`src/rtl/multicycle_ctrl.sv`:
```
// Multicycle MIPS controller: sequences the shared-memory datapath one state per cycle,
// stalls on mem_ready and counts retired instructions.
module multicycle_ctrl #(
  parameter int unsigned CNT_WIDTH = 32
) (
  input  logic                 clk,
  input  logic                 reset,
  input  logic [5:0]           op,
  input  logic [5:0]           funct,
  input  logic                 zero,
  input  logic                 mem_ready,
  output logic                 iord,
  output logic                 memwrite,
  output logic                 irwrite,
  output logic                 regdst,
  output logic                 memtoreg,
  output logic                 regwrite,
  output logic                 alusrca,
  output logic [1:0]           alusrcb,
  output logic [1:0]           pcsrc,
  output logic                 pcen,
  output logic [2:0]           alucontrol,
  output logic [3:0]           state,
  output logic                 illegal,
  output logic [CNT_WIDTH-1:0] instret
);

  typedef enum logic [3:0] {
    S_FETCH   = 4'd0,
    S_DECODE  = 4'd1,
    S_MEMADR  = 4'd2,
    S_MEMRD   = 4'd3,
    S_MEMWB   = 4'd4,
    S_MEMWR   = 4'd5,
    S_EXECUTE = 4'd6,
    S_ALUWB   = 4'd7,
    S_BRANCH  = 4'd8,
    S_ADDIEX  = 4'd9,
    S_ADDIWB  = 4'd10,
    S_JUMP    = 4'd11
  } state_t;

  localparam logic [5:0] OP_RTYPE = 6'b000000;
  localparam logic [5:0] OP_LW    = 6'b100011;
  localparam logic [5:0] OP_SW    = 6'b101011;
  localparam logic [5:0] OP_BEQ   = 6'b000100;
  localparam logic [5:0] OP_ADDI  = 6'b001000;
  localparam logic [5:0] OP_J     = 6'b000010;

  state_t               r_state;
  state_t               w_next;
  logic [CNT_WIDTH-1:0] r_instret;
  logic [1:0]           w_aluop;
  logic                 w_alu_en;
  logic                 w_retire;

  always_ff @(posedge clk or posedge reset) begin
    if (reset) r_state <= S_FETCH;
    else       r_state <= w_next;
  end

  always_ff @(posedge clk or posedge reset) begin
    if (reset)         r_instret <= '0;
    else if (w_retire) r_instret <= r_instret + CNT_WIDTH'(1);
  end

  // Next state and per-state control; everything forced low while reset is held.
  always_comb begin
    w_next   = S_FETCH;
    w_aluop  = 2'b00;
    w_alu_en = 1'b0;
    w_retire = 1'b0;
    iord     = 1'b0;
    memwrite = 1'b0;
    irwrite  = 1'b0;
    regdst   = 1'b0;
    memtoreg = 1'b0;
    regwrite = 1'b0;
    alusrca  = 1'b0;
    alusrcb  = 2'b00;
    pcsrc    = 2'b00;
    pcen     = 1'b0;
    illegal  = 1'b0;
    case (r_state)
      S_FETCH: begin
        alusrcb  = 2'b01;
        w_alu_en = 1'b1;
        irwrite  = mem_ready;
        pcen     = mem_ready;
        w_next   = mem_ready ? S_DECODE : S_FETCH;
      end
      S_DECODE: begin
        alusrcb  = 2'b11;
        w_alu_en = 1'b1;
        case (op)
          OP_LW, OP_SW: w_next = S_MEMADR;
          OP_RTYPE:     w_next = S_EXECUTE;
          OP_BEQ:       w_next = S_BRANCH;
          OP_ADDI:      w_next = S_ADDIEX;
          OP_J:         w_next = S_JUMP;
          default:      illegal = 1'b1;
        endcase
      end
      S_MEMADR: begin
        alusrca  = 1'b1;
        alusrcb  = 2'b10;
        w_alu_en = 1'b1;
        w_next   = (op == OP_LW) ? S_MEMRD : S_MEMWR;
      end
      S_MEMRD: begin
        iord   = 1'b1;
        w_next = mem_ready ? S_MEMWB : S_MEMRD;
      end
      S_MEMWB: begin
        memtoreg = 1'b1;
        regwrite = 1'b1;
        w_retire = 1'b1;
      end
      S_MEMWR: begin
        iord     = 1'b1;
        memwrite = 1'b1;
        w_retire = mem_ready;
        w_next   = mem_ready ? S_FETCH : S_MEMWR;
      end
      S_EXECUTE: begin
        alusrca  = 1'b1;
        w_aluop  = 2'b10;
        w_alu_en = 1'b1;
        w_next   = S_ALUWB;
      end
      S_ALUWB: begin
        regdst   = 1'b1;
        regwrite = 1'b1;
        w_retire = 1'b1;
      end
      S_BRANCH: begin
        alusrca  = 1'b1;
        w_aluop  = 2'b01;
        w_alu_en = 1'b1;
        pcsrc    = 2'b01;
        pcen     = zero;
        w_retire = 1'b1;
      end
      S_ADDIEX: begin
        alusrca  = 1'b1;
        alusrcb  = 2'b10;
        w_alu_en = 1'b1;
        w_next   = S_ADDIWB;
      end
      S_ADDIWB: begin
        regwrite = 1'b1;
        w_retire = 1'b1;
      end
      S_JUMP: begin
        pcsrc    = 2'b10;
        pcen     = 1'b1;
        w_retire = 1'b1;
      end
      default: w_next = S_FETCH;
    endcase
    if (reset) begin
      w_alu_en = 1'b0;
      irwrite  = 1'b0;
      pcen     = 1'b0;
      iord     = 1'b0;
      memwrite = 1'b0;
      regdst   = 1'b0;
      memtoreg = 1'b0;
      regwrite = 1'b0;
      alusrca  = 1'b0;
      alusrcb  = 2'b00;
      pcsrc    = 2'b00;
      illegal  = 1'b0;
    end
  end

  // ALU decode, only driven in states that actually use the ALU.
  always_comb begin
    alucontrol = 3'b000;
    if (w_alu_en) begin
      case (w_aluop)
        2'b00:   alucontrol = 3'b010;
        2'b01:   alucontrol = 3'b110;
        2'b10: begin
          case (funct)
            6'b100000: alucontrol = 3'b010;
            6'b100010: alucontrol = 3'b110;
            6'b100100: alucontrol = 3'b000;
            6'b100101: alucontrol = 3'b001;
            6'b101010: alucontrol = 3'b111;
            default:   alucontrol = 3'b010;
          endcase
        end
        default: alucontrol = 3'b010;
      endcase
    end
  end

  assign state   = r_state;
  assign instret = r_instret;

endmodule

```
`config.mk`:
```
export PLATFORM = sky130hd
export DESIGN_NAME = multicycle_ctrl
export DESIGN_NICKNAME = d
export VERILOG_FILES = /design/src/rtl/multicycle_ctrl.sv
export SDC_FILE = /design/constraint.sdc
export NUM_CORES = 1
export LEC_CHECK = 0
export BUFFER_PORTS_ARGS = -buffer_cell sky130_fd_sc_hd__buf_4
export CORE_MARGIN = 8
export CORE_UTILIZATION = 51
export CTS_CLUSTER_DIAMETER = 30
export DETAILED_ROUTE_END_ITERATION = 8
export HOLD_SLACK_MARGIN = 0.1
export PLACE_DENSITY = 0.77
export SLEW_MARGIN = 40
export SYNTH_ARGS = -nofsm -noshare
export SYNTH_HDL_FRONTEND = slang
export SYNTH_SLANG_ARGS = --single-unit
```
`constraint.sdc`:
```
create_clock -name clk -period 2.77 [get_ports clk]
set_input_delay 0.554 -clock clk [delete_from_list [all_inputs] [get_ports clk]]
set_output_delay 0.554 -clock clk [all_outputs]
set_load 0.01 [all_outputs]
```
Word-level counts from Yosys, hierarchy flattened

Cells that the tools add are included.

Flip-flop bits (word level): 36
Input bits: 16
Logic and storage cells: 71

$add $sub $neg: 1
Equal/unequal tests: 22
Multiplexer cells: 36
Reductions and logical operators: 10

Operators by type and width:

| cell                  | number |
|---|---|
| $eq 6x6->1 const B    | 6 |
| $add 32x1->32 const B | 1 |
| $pmux 4 s7            | 1 |
| $mux 1                | 21 |
| $pmux 4 s5            | 1 |
| $eq 4x3->1 const B    | 4 |
| $eq 4x4->1 const B    | 4 |
| $mux 3                | 4 |
| $pmux 3 s4            | 1 |
| $reduce_or 6->1       | 2 |
| $eq 4x2->1 const B    | 2 |
| $pmux 2 s2            | 2 |
| $eq 6x2->1 const B    | 1 |
| $eq 6x3->1 const B    | 1 |
| $eq 6x4->1 const B    | 1 |
| $logic_not 6->1       | 1 |
| $pmux 2 s3            | 1 |
| $pmux 3 s2            | 1 |
| $reduce_or 2->1       | 3 |
| $reduce_or 5->1       | 1 |
| $eq 4x1->1 const B    | 1 |
| $logic_not 4->1       | 1 |
| $mux 2                | 2 |
| $reduce_or 4->1       | 1 |
| 5 further kinds       | 5 |

Logic depth before layout (Yosys ltp)

Word-level depth: 5
Depth in mapped cells: 9
Depth with buffers taken out: 8

Worst setup path after synthesis

OpenSTA, ideal clock, no wires.

Path kind: input to output
From: input reset
To: output alucontrol[0]
Arrival: 2.012 ns
Data required time: 2.216 ns
Path slack: 0.204 ns
Stages: 3
Path buffers: 0
Cells stage by stage: inv_1 -> nand2_1 -> nor4_1

Longest elaborated chain between the ends: 2

RTL lines:

| element            | line | text |
|---|---|---|
| start: declaration | 7    | `input logic reset,` |
| $mux 1             | 161  | `if (reset) begin` |
| $mux 3             | 180  | `if (w_alu_en) begin` |
| end: declaration   | 22   | `output logic [2:0] alucontrol,` |

Every way passes these cells.

Final worst setup path

From: register r_state[1], in the netlist state[1]
To: output alucontrol[0]

Longest elaborated chain between the ends: 5

RTL lines:

| element                                       | line     | text |
|---|---|---|
| start: declaration                            | 50       | `state_t r_state;` |
| start signal: assignment                      | 59       | `else r_state <= w_next;` |
| $eq 4x4->1, or another cell as far along      | 84       | `case (r_state)` |
| $pmux 2 s2 or $reduce_or 6->1 (tied branches) | --       |  |
| $eq 2x2->1, or another cell as far along      | 181      | `case (w_aluop)` |
| $pmux 3 s2 or $mux 1 (tied branches)          | 181, 161 |  |
| $mux 3 *                                      | 180      |  |

Every way passes the cells marked *; elsewhere a longest branch is shown, timed or not.

==> impl_metrics.tcl <==
set metrics [dict create \
    finClkSkew_ps 2.92 \
    start_util 0.516 \
    port_buffers 67 \
    synth_cells 234 \
    wl_um 5150 \
    drt_iter0_markers 89 \
    grt_max_degree 27 \
    cts_buffer_depth 2 \
    final-hold-violation-count 0 \
    core_um2 4230 \
    final_cells 360 \
    setup_violations 0 \
    p_total_uw 1260 \
    drv_slew 0 \
    place.gp.congestion 0.796 \
    dp_hpwl_um 3930 \
    first_pass_iters 4 \
    placementRows 24 \
    drc 0 \
    peakVddDrop_mv 0.417 \
    ys_async_sr_fraction 1.00 \
    clkTransAtPathRegs_ps 70 \
    post_synth_main_area_contributors "dfrtp_1 (41%), xor2_1 (6.8%), xnor2_1 (6.0%)" \
    timing.slew.headroom 0.662 \
    grt_pass1_wl_um 8760 \
    syn_area_per_cell_um2 9.34 \
    netlist.area_leader.share 0.412 \
    vias 1915 \
    die_width_um 81.5 \
    fin_setup_tns_ps 0 \
    fin_crit_sh 0.932 \
    drv_cap 0 \
    r2r_end "instret[5]$_DFFE_PP0P_" \
    fin_nets 326 \
    outcome "finished, final reports clean" \
    critical_path.startpoint "state[1]$_DFF_PP0_" \
    start_kind "flop" \
    finalCriticalPeriod_ps 2580 \
    synthesis.area_um2 2190 \
    cellPowerDensity_nw_per_um2 442 \
    cts_root_buf "clkbuf_8" \
    grt_pass1_vias 1880 \
    num_io_pins 68 \
    vias_per_cell 5.32 \
    r2r_setup_slack_ps 800 \
    globalRouteTotalUtil 0.165 \
    cts_buffers 5 \
    rsz0062_at_grt "no" \
    cp.arrival_ps 2030 \
    critPathKind "reg -> out" \
    worstReg2RegStart "state[2]$_DFF_PP0_" \
    fp.dieArea_um2 6640 \
    antenna_found_initial 0 \
    hold_buffers 0 \
    r2r_cells 6 \
    tritoncts "yes" \
    dpl.cell_count 352 \
    antenna_left 0 \
    worstPathRequired_ps 2220 \
    route.detailed.wl_per_inst_um 14.3 \
    hold_path.class "in -> async" \
    dieHeight_um 81.5 \
    post-cts-setup-buffers 0 \
    synth.distinct_cells 49 \
    cp-endpoint "alucontrol[0]" \
    cts_resized 0 \
    fmax_mhz 387 \
    p_leak_uw 0.00141 \
    yosysWarnings 0 \
    synth_nets 253 \
    gr-total-overflow 0 \
    cts_sinks 36 \
    synthToLayoutAreaGrowth_pct 30.6 \
    clock_latency_ps 280 \
    holdWs_ps 397 \
    stdcell_area_um2 2850 \
    postPlaceCellArea_um2 2760 \
    drive_gt1_frac 0.302 \
    fill_cells 346 \
    ys_seq_area_frac 0.412 \
    antenna_cells 0 \
    synth_ff_type "dfrtp_1" \
    cp_max_fo 9 \
    synth_edf_count 0 \
    endpoint_kind "output pin" \
    synth_area_leader_cell "dfrtp_1" \
    htree_levels 2 \
    ys_ff_latch 36 \
    worst_pin_slew_ps 503 \
]
## cells in the mapped netlist, types with 4 or more instances
cell type  number
a21oi_1         6
and3_1          5
clkbuf_1        4
dfrtp_1        36
inv_1           4
nand2_1        23
nand2b_1        9
nand3_1        15
nor2_1         30
nor3_1         10
o21ai_0         5
xnor2_1        15
xor2_1         17
## final cells by class
| class | instances | area (um^2) | area share |
|---|---|---|---|
| tap | 52 | 65.1 | 0.0228 |
| sequential | 36 | 901 | 0.316 |
| multi-input combinational | 187 | 1230 | 0.433 |
| clock buffer | 8 | 90.1 | 0.0316 |
| timing repair buffer | 73 | 548 | 0.192 |
| inverter | 4 | 15.0 | 0.00526 |
## layer usage
layer / share of wire / global-route usage / up-vias
met4: 0.016 / 0.0625 / 0
met3: 0.060 / 0.0438 / 8
met1: 0.45 / 0.206 / 918
met5: 0 / 0 / -
li1: - / - / 949
met2: 0.47 / 0.266 / 40
## worst max-delay path, cell delays in order (launching register included)
cell	delay, ps
dfrtp_1	510
and2b_1	280
nand3b_1	130
ha_1	340
nor4_1	310
buf_4	180
## sequential cells by signal, indices dropped and copies added, names as in the netlist
register  count
instret      32
state         4
## cells by family after synthesis
group | count (synthesis) | share of synthesized area
flip-flops | 36 | 0.412
AO/OA/AOI/OAI | 25 | 0.0824
buffers and inverters | 11 | 0.0229
XOR/XNOR | 33 | 0.136
adder cells (fa/ha/maj) | 3 | 0.0172
multiplexers | 2 | 0.00973
AND/OR/NAND/NOR | 124 | 0.320
## worst min path at each step
stage | cells past startpoint | slack, ps | endpoint
floorplan | 1 | 500 | instret[31]$_DFFE_PP0P_
global placement | 1 | 460 | instret[31]$_DFFE_PP0P_
detailed placement | 1 | 460 | instret[31]$_DFFE_PP0P_
CTS | 3 | 390 | state[3]$_DFF_PP0_
global route | 3 | 400 | state[3]$_DFF_PP0_
finish | 3 | 400 | state[3]$_DFF_PP0_
## through the flow
step                setup slack (ps)  utilization
finish                           189        0.674
global route                    56.6        0.674
CTS                              166        0.674
detailed placement               487        0.653
global placement                 526        0.653
floorplan                        204            -
## cell usage in the layout, fill, tap and decap left out, types with 4 or more instances in the layout
master    instances
xor2_1           17
a21oi_1           6
nand2_1          23
inv_1             4
nand2b_1          9
and3_1            5
dfrtp_1          36
clkbuf_8          6
nor3_1           10
nor2_1           30
o21ai_0           5
xnor2_1          15
nand3_1          15
buf_4            73
## power breakdown
part / switching, uW / total, uW / internal (uW)
clock network: 174 / 376 / 203
logic: 153 / 296 / 143
registers: 36.2 / 590 / 554
total: 362 / 1260 / 900
Note: power is estimated with default switching activity, not from simulation.
